### src/rtl/hazard_ctrl.sv
// hazard_ctrl: stall/flush sequencer for the F/D/E/M1/M/W pipeline.
// Ports: D-stage sources, E/M1 writeback info, mul/div and memory
// busy inputs in; per-stage stall_*/flush_*, mc_busy/mc_done and a
// stall-cycle counter out.
module hazard_ctrl #(
  parameter int MUL_LAT = 3,
  parameter int DIV_LAT = 16,
  parameter int CNT_W   = 32
) (
  input  logic             clk,
  input  logic             reset,
  input  logic [4:0]       d_ra1,
  input  logic [4:0]       d_ra2,
  input  logic             d_use1,
  input  logic             d_use2,
  input  logic             e_wr_en,
  input  logic             m1_wr_en,
  input  logic [4:0]       e_wr_reg,
  input  logic [4:0]       m1_wr_reg,
  input  logic             e_memr,
  input  logic             m1_memr,
  input  logic             e_mc,
  input  logic             e_is_div,
  input  logic             e_br_taken,
  input  logic             imem_busy,
  input  logic             dmem_busy,
  output logic             stall_f,
  output logic             stall_d,
  output logic             stall_e,
  output logic             stall_m1,
  output logic             stall_m,
  output logic             flush_d,
  output logic             flush_e,
  output logic             flush_m1,
  output logic             flush_w,
  output logic             mc_busy,
  output logic             mc_done,
  output logic [CNT_W-1:0] stall_cycles
);

  localparam int MAXL = (DIV_LAT > MUL_LAT) ? DIV_LAT : MUL_LAT;
  localparam int CW   = (MAXL > 2) ? $clog2(MAXL) : 1;
  localparam logic [CW-1:0] MUL_LD = CW'(MUL_LAT - 2);
  localparam logic [CW-1:0] DIV_LD = CW'(DIV_LAT - 2);

  typedef enum logic [1:0] {
    S_IDLE,
    S_RUN,
    S_DONE
  } state_t;

  state_t           r_state;
  logic [CW-1:0]    r_cnt;
  logic [CNT_W-1:0] r_stall_cycles;

  logic [CW-1:0] w_load;
  logic          w_match_e;
  logic          w_match_m1;
  logic          w_mem;
  logic          w_mc;
  logic          w_lu;
  logic          w_if;
  logic          w_br;
  logic          w_sf;
  logic          w_sd;
  logic          w_se;
  logic          w_sm;

  assign w_load = e_is_div ? DIV_LD : MUL_LD;

  assign w_match_e =
    (d_use1 & (d_ra1 == e_wr_reg)) |
    (d_use2 & (d_ra2 == e_wr_reg));
  assign w_match_m1 =
    (d_use1 & (d_ra1 == m1_wr_reg)) |
    (d_use2 & (d_ra2 == m1_wr_reg));

  assign w_mem = dmem_busy;
  assign w_mc  = ((r_state == S_IDLE) & e_mc) |
                 (r_state == S_RUN);
  assign w_lu  =
    (e_memr & e_wr_en & (e_wr_reg != 5'd0) & w_match_e) |
    (m1_memr & m1_wr_en & (m1_wr_reg != 5'd0) & w_match_m1);
  assign w_if  = imem_busy;

  assign w_sm = w_mem;
  assign w_se = w_mem | w_mc;
  // A taken branch only counts once E is free to move.
  assign w_br = e_br_taken & ~w_se;
  // Redirect must load into F/D, so it beats LU/IF holds there.
  assign w_sd = (w_se | w_lu) & ~w_br;
  assign w_sf = (w_se | w_lu | w_if) & ~w_br;

  always_comb begin
    stall_f  = 1'b0;
    stall_d  = 1'b0;
    stall_e  = 1'b0;
    stall_m1 = 1'b0;
    stall_m  = 1'b0;
    flush_d  = 1'b1;
    flush_e  = 1'b1;
    flush_m1 = 1'b1;
    flush_w  = 1'b1;
    mc_busy  = 1'b0;
    mc_done  = 1'b0;
    if (!reset) begin
      stall_f  = w_sf;
      stall_d  = w_sd;
      stall_e  = w_se;
      stall_m1 = w_sm;
      stall_m  = w_sm;
      flush_w  = w_mem;
      flush_m1 = w_mc & ~w_sm;
      flush_e  = (w_lu | w_br) & ~w_se;
      flush_d  = (w_if | w_br) & ~w_sd;
      mc_busy  = (r_state == S_RUN);
      mc_done  = (r_state == S_DONE);
    end
  end

  // Counter runs regardless of dmem_busy; result waits in DONE.
  always_ff @(posedge clk) begin
    if (reset) begin
      r_state <= S_IDLE;
      r_cnt   <= '0;
    end else begin
      unique case (r_state)
        S_IDLE: begin
          if (e_mc) begin
            r_cnt   <= w_load;
            r_state <= (w_load == '0) ? S_DONE : S_RUN;
          end
        end
        S_RUN: begin
          r_cnt <= r_cnt - CW'(1);
          if (r_cnt <= CW'(1)) begin
            r_state <= S_DONE;
          end
        end
        S_DONE: begin
          if (!dmem_busy) begin
            r_state <= S_IDLE;
          end
        end
        default: r_state <= S_IDLE;
      endcase
    end
  end

  always_ff @(posedge clk) begin
    if (reset) begin
      r_stall_cycles <= '0;
    end else if (w_sf) begin
      r_stall_cycles <= r_stall_cycles + CNT_W'(1);
    end
  end

  assign stall_cycles = r_stall_cycles;

endmodule

### config.mk
export PLATFORM = sky130hd
export DESIGN_NAME = hazard_ctrl
export DESIGN_NICKNAME = d
export VERILOG_FILES = /design/src/rtl/hazard_ctrl.sv
export SDC_FILE = /design/constraint.sdc
export NUM_CORES = 1
export LEC_CHECK = 0
export CAP_MARGIN = 20
export CELL_PAD_IN_SITES_DETAIL_PLACEMENT = 0
export CELL_PAD_IN_SITES_GLOBAL_PLACEMENT = 2
export CORE_MARGIN = 4
export CORE_UTILIZATION = 27
export CTS_CLUSTER_DIAMETER = 60
export DETAILED_ROUTE_END_ITERATION = 6
export PLACE_DENSITY_LB_ADDON = 0.1
export REMOVE_ABC_BUFFERS = 1
export SYNTH_ARGS = -nofsm -noshare
export SYNTH_HDL_FRONTEND = slang
export SYNTH_SLANG_ARGS = --single-unit
### constraint.sdc
create_clock -name clk -period 2.3 [get_ports clk]
set_input_delay 0.345 -clock clk [delete_from_list [all_inputs] [get_ports clk]]
set_output_delay 0.345 -clock clk [all_outputs]
set_load 0.005 [all_outputs]
==> results.sh, run 1 <==
export IMPL_run_status="completed"
export IMPL_vias_per_cell=5.17
export IMPL_maxCapViolations=0
export IMPL_synth_async_reset_ratio=0
export IMPL_tightest_slew_ns=0.466
export IMPL_cts_buffers=5
export IMPL_drt_wl_total_mm=7.39
export IMPL_final_cell_mix="49 x clkdlybuf4s50_1, 38 x dfxtp_1, 27 x a21oi_1"
export IMPL_detail_route_antenna_nets=0
export IMPL_critical_path_max_fanout=3
export IMPL_period_needed_ns=2.23
export IMPL_diodes=0
export IMPL_routedWlPerCell_um=15.0
export IMPL_die_w_um=104
export IMPL_ctsLongestPathBuffers=2
export IMPL_area_growth_pct=47.5
export IMPL_path_clk_slew_ns=0.08
export IMPL_cts_htree_levels=2
export IMPL_ys_flop_type="dfxtp_1"
export IMPL_syn_instance_count=291
export IMPL_drive_above_1_share=0.206
export IMPL_ioPinCount=76
export IMPL_cp_end_kind="output pin"
export IMPL_path_class="in -> out"
export IMPL_setup_viol=0
export IMPL_clock_latency_ns=0.30
export IMPL_dp_hpwl_mm=5.31
export IMPL_grt_max_degree=41
export IMPL_fin_crit_sh=0.967
export IMPL_ys_seq_area_frac=0.308
export IMPL_synth_distinct_cells=48
export IMPL_cts_hold_fix_buffers=0
export IMPL_critPathBufInv=2
export IMPL_max_stage_delay_ns=0.38
export IMPL_initial_utilization=0.280
export IMPL_drc=0
export IMPL_grt_pass1_vias=2508
export IMPL_syn_area_um2=2470
export IMPL_crit_chain="clkdlybuf4s15_2 > or3_4 > o311a_1 > a22oi_2 > nand2b_1 > a21o_1 > clkdlybuf4s15_1"
export IMPL_syn_avg_cell_area_um2=8.47
export IMPL_grt_pass1_wl_mm=12.6
export IMPL_maxSlewViolCount=0
export IMPL_finish_utilization=0.413
export IMPL_io_buffer_count=75
export IMPL_layout_commonest_cell="clkdlybuf4s50_1"
export IMPL_path_delay_family="compound AO/OA/AOI/OAI gates"
export IMPL_worstPathArrival_ns=1.88
export IMPL_drtIter0Drc=71
export IMPL_setup_tns_ns=0
export IMPL_grt_util_all_layers=0.138
export IMPL_nets=419
export IMPL_cellLeakagePower_nw=1.21
export IMPL_cts_sink_count=38
export IMPL_power_density_nw_per_um2=482
export IMPL_finalHoldViolations=0
export IMPL_slowest_stage="or3_4"
export IMPL_overflow=0
export IMPL_skew_ns=0.0123
export IMPL_ys_seq_elements=38
export IMPL_core_um2=8810
export IMPL_antenna_found_initial=0
export IMPL_cts_root_buf="clkbuf_8"
export IMPL_start_kind="input port"
export IMPL_max_slew_margin=0.689
export IMPL_critical_path_required_ns=1.96
export IMPL_vias=2542
export IMPL_dieArea_um2=10700
export IMPL_max_freq_mhz=449
export IMPL_ys_warn_count=0
export IMPL_core_rowCount=34
export IMPL_worstHoldPathType="in -> reg"
export IMPL_gp_congestion=0.779
export IMPL_synth_edf_count=0
export IMPL_power_total_mw=1.75
export IMPL_die_height_um=104
export IMPL_peakVddDrop_uv=318
export IMPL_cts_tree="built"
export IMPL_firstDrtPassIters=4
-- cell usage after synthesis (2+ instances only) --
cell type,count,share of area
a21oi_1,29,0.059
nand2b_1,2,0.0051
or3b_2,2,0.0071
a21oi_2,10,0.036
or3_1,6,0.015
or4_1,26,0.079
nand4_1,10,0.025
o41ai_1,2,0.0071
o21ai_0,4,0.0081
nor2_1,16,0.024
inv_1,7,0.011
o21bai_1,2,0.0061
nor3_1,5,0.010
a211oi_1,2,0.0061
nand3_2,2,0.0081
ha_1,3,0.015
nand3_1,9,0.018
nand2_1,18,0.027
clkbuf_1,10,0.015
and2_1,3,0.0076
o31ai_1,26,0.079
and3_1,3,0.0076
o311a_1,2,0.0081
and4_1,2,0.0071
dfxtp_1,38,0.31
nor3b_1,2,0.0061
buf_12,4,0.032
xnor2_1,20,0.071
o21ai_1,3,0.0061
o22ai_1,2,0.0051
buf_2,3,0.0061
or2_2,2,0.0051
-- final timing paths --
check | startpoint | depth (start not counted) | slack, ns | endpoint
min reg2reg | stall_cycles[21] | 2 | 0.49 | stall_cycles[21]
max reg2reg | stall_cycles[5] | 7 | 0.16 | stall_cycles[13]
max | m1_wr_reg[1] | 7 | 0.07 | flush_e
min | reset | 2 | 0.40 | r_cnt[1]
-- where the power goes --
part	internal [mW]	switching [mW]	total [mW]	leakage (nW)
Clock	0.435	0.269	0.704	0.0683
Sequential	0.677	0.0209	0.698	0.308
Combinational	0.184	0.167	0.351	0.837
Total	1.30	0.457	1.75	1.21
-- repair_timing --
| item | CTS | global route |
|---|---|---|
| pin swaps | 14 | 17 |
| setup endpoints to repair | 36 | 20 |
| resized for setup | 45 | 13 |
| buffers inserted | 1 | 1 |
-- sequential cells by signal (all words and copies together), names as in the netlist --
name and count:
r_cnt 4, r_state 2, stall_cycles 32
-- area by class of cell --
| cell class | count | area (um2) |
|---|---|---|
| multi-input cells | 226 | 1610 |
| repair buffers | 105 | 968 |
| flip-flops and latches | 38 | 761 |
| inverters | 7 | 26.3 |
| clock buffers | 5 | 68.8 |
| fillers | 910 | 5170 |
| well taps | 108 | 135 |
| clock inverters | 3 | 68.8 |
-- through the flow --
step           instance area (um2)  worst slack, ns  std cells  hold slack (ns)
6_report                      3640           0.0750        492            0.400
5_1_grt                       3640          -0.0272        492            0.417
4_1_cts                       3580          0.00490        491            0.400
3_5_place_dp                  3430           -0.597        482            0.484
2_1_floorplan                 2310            -1.08        271            0.407
3_3_place_gp                  3430           -0.582        482            0.482
-- cells by family (layout without fill, tap and decap cells) --
logic type	count (synthesis)	count (layout)	synth area share
adders and majority gates	3	3	0.0152
buffers and inverters	27	120	0.0736
and+or+nand+nor	115	115	0.288
DFF	38	38	0.308
xor gates and xnor gates	20	20	0.0710
AOI/OAI and AO/OA	88	88	0.244
-- layer usage --
metal,up-vias,GRT usage,wire length [um]
met3,4,0.0330,276
met2,45,0.234,3500
li1,1297,-,-
met4,0,0.0313,56
met1,1196,0.179,3560
met5,-,0,0
No activity file was read; power rests on OpenSTA's default activity.
==> inputs of run 2 (changes only) <==
Settings changed: PLACE_DENSITY set to 0.81, PLACE_DENSITY_LB_ADDON 0.1 to unset, SLEW_MARGIN set to 10.
==> run 2 against run 1 <==
Net effect:
- power is 11% lower
- worst hold slack got worse by 0.011 ns
- sequential share of layout area increased by 0.26 points
- largest cell class unchanged
- first-iteration DRC count is 37% higher
- clock skew rose by 0.0012 ns
- final cell count increased by 0.20%
- critical path depth did not move
- non-clock buffer count up 1
- worst setup slack got worse by 0.0056 ns
==> results.sh, run 2 (same netlist as run 1, synthesis figures left out) <==
export IMPL_run_status="completed"
export IMPL_core_um2=8810
export IMPL_grt_pass1_wl_mm=11.9
export IMPL_ctsLongestPathBuffers=2
export IMPL_initial_utilization=0.280
export IMPL_cts_htree_levels=2
export IMPL_startpoint="e_wr_reg[3]"
export IMPL_final_fill_count=907
export IMPL_cts_tree="built"
export IMPL_clock_latency_ns=0.29
export IMPL_die_w_um=104
export IMPL_worstReg2RegEnd="stall_cycles[18]"
export IMPL_power_density_nw_per_um2=434
export IMPL_grt_pass1_vias=2399
export IMPL_dp_hpwl_mm=5.22
export IMPL_start_kind="input port"
export IMPL_nets=420
export IMPL_setup_viol=0
export IMPL_cts_root_buf="clkbuf_8"
export IMPL_final_cell_mix="50 x clkdlybuf4s50_1, 38 x dfxtp_1, 28 x a21oi_1"
export IMPL_dpl_worst_slack_ns=-0.647
export IMPL_routedWlPerCell_um=15.3
export IMPL_cellLeakagePower_nw=1.18
export IMPL_maxCapViolations=0
export IMPL_vias=2556
export IMPL_critical_path_required_ns=1.96
export IMPL_skew_ns=0.0135
export IMPL_cp_end_kind="output pin"
export IMPL_drtIter0Drc=97
export IMPL_drive_above_1_share=0.216
export IMPL_cts_sink_count=38
export IMPL_worstHoldPathType="in -> reg"
export IMPL_fin_crit_sh=0.970
export IMPL_area_growth_pct=45.7
export IMPL_layout_commonest_cell="clkdlybuf4s50_1"
export IMPL_maxSlewViolCount=0
export IMPL_crit_chain="buf_2 > or3_1 > o311a_1 > a22oi_2 > and2_4 > nor3_1 > dlygate4sd2_1"
export IMPL_max_freq_mhz=448
export IMPL_dieArea_um2=10700
export IMPL_gp_congestion=0.792
export IMPL_firstDrtPassIters=4
export IMPL_die_height_um=104
export IMPL_max_stage_delay_ns=0.38
export IMPL_core_rowCount=34
export IMPL_grt_max_degree=47
export IMPL_critical_path_max_fanout=3
export IMPL_r2r_start="stall_cycles[4]"
export IMPL_period_needed_ns=2.23
export IMPL_tightest_slew_ns=0.467
export IMPL_slowest_stage="or3_1"
export IMPL_dpl_cell_area_um2=3440
export IMPL_finalHoldViolations=0
export IMPL_crit_end="stall_d"
export IMPL_max_slew_margin=0.686
export IMPL_design_area_um2=3590
export IMPL_grt_setup_unrepaired="no"
export IMPL_overflow=0
export IMPL_vias_per_cell=5.18
export IMPL_worstPathArrival_ns=1.89
export IMPL_path_class="in -> out"
export IMPL_reg2reg_depth=6
export IMPL_peakVddDrop_uv=162
export IMPL_io_buffer_count=75
export IMPL_path_clk_slew_ns=0.07
export IMPL_ff2ff_setup_slack_ns=0.15
export IMPL_drc=0
export IMPL_fin_ws_ns=0.0694
export IMPL_ioPinCount=76
export IMPL_largest_reg_flops=32
export IMPL_cts_hold_fix_buffers=0
export IMPL_grt_util_all_layers=0.131
export IMPL_antenna_found_initial=0
export IMPL_detail_route_antenna_nets=0
export IMPL_diodes=0
export IMPL_cts_buffers=5
export IMPL_drt_wl_total_mm=7.53
[run 2: cell type report]
cell class,instances,area (um2),share of cell area
flip-flops and latches,38,761,0.212
repair buffers,106,992,0.276
multi-input cells,226,1580,0.441
well taps,108,135,0.0376
clock buffers,6,82.6,0.0230
inverters,7,26.3,0.00731
clock inverters,2,12.5,0.00348
[run 2: stage by stage]
step	util	hold slack [ns]	total power, mW	std cells	TNS, ns
2_1_floorplan	-	0.407	0.864	271	-35.46
3_3_place_gp	0.391	0.465	1.07	482	-16.91
3_5_place_dp	0.391	0.480	1.07	482	-18.21
4_1_cts	0.398	0.385	1.56	490	0
5_1_grt	0.408	0.426	1.65	493	0
6_report	0.408	0.388	1.56	493	0
[run 2: layer usage]
layer	part of all wire	wire (um)	global-route usage
met1	0.50	3740	0.176
met5	0	0	0
met4	0.015	111	0.0427
met2	0.45	3380	0.208
met3	0.039	292	0.0305
[run 2: where the power goes]
part | internal (mW) | switching (mW)
Sequential | 0.677 | 0.0198
Clock | 0.241 | 0.249
Combinational | 0.195 | 0.177
Total | 1.11 | 0.446
[run 2: repair_timing]
item	4_1_cts	5_1_grt
setup endpoints to repair	33	3
setup buffers	0	1
gates cloned	0	2
pin swaps	14	14
hold endpoints to repair	0	0
resized for setup	56	14
[run 2: worst min-delay path by stage]
stage / from / end / slack (ns) / depth (start not counted)
floorplan: reset / stall_cycles[11] / 0.41 / 1
global placement: stall_cycles[31] / stall_cycles[31] / 0.47 / 2
detailed placement: stall_cycles[31] / stall_cycles[31] / 0.48 / 2
CTS: reset / r_state[0] / 0.39 / 2
global route: reset / r_state[1] / 0.43 / 2
finish: reset / r_state[0] / 0.39 / 2
[run 2: critical path, delay by kind of cell]
family	cells	cell delay (ns)
and+or+nand+nor	3	0.59
buffers and inverters	2	0.40
AOI/OAI and AO/OA	2	0.55
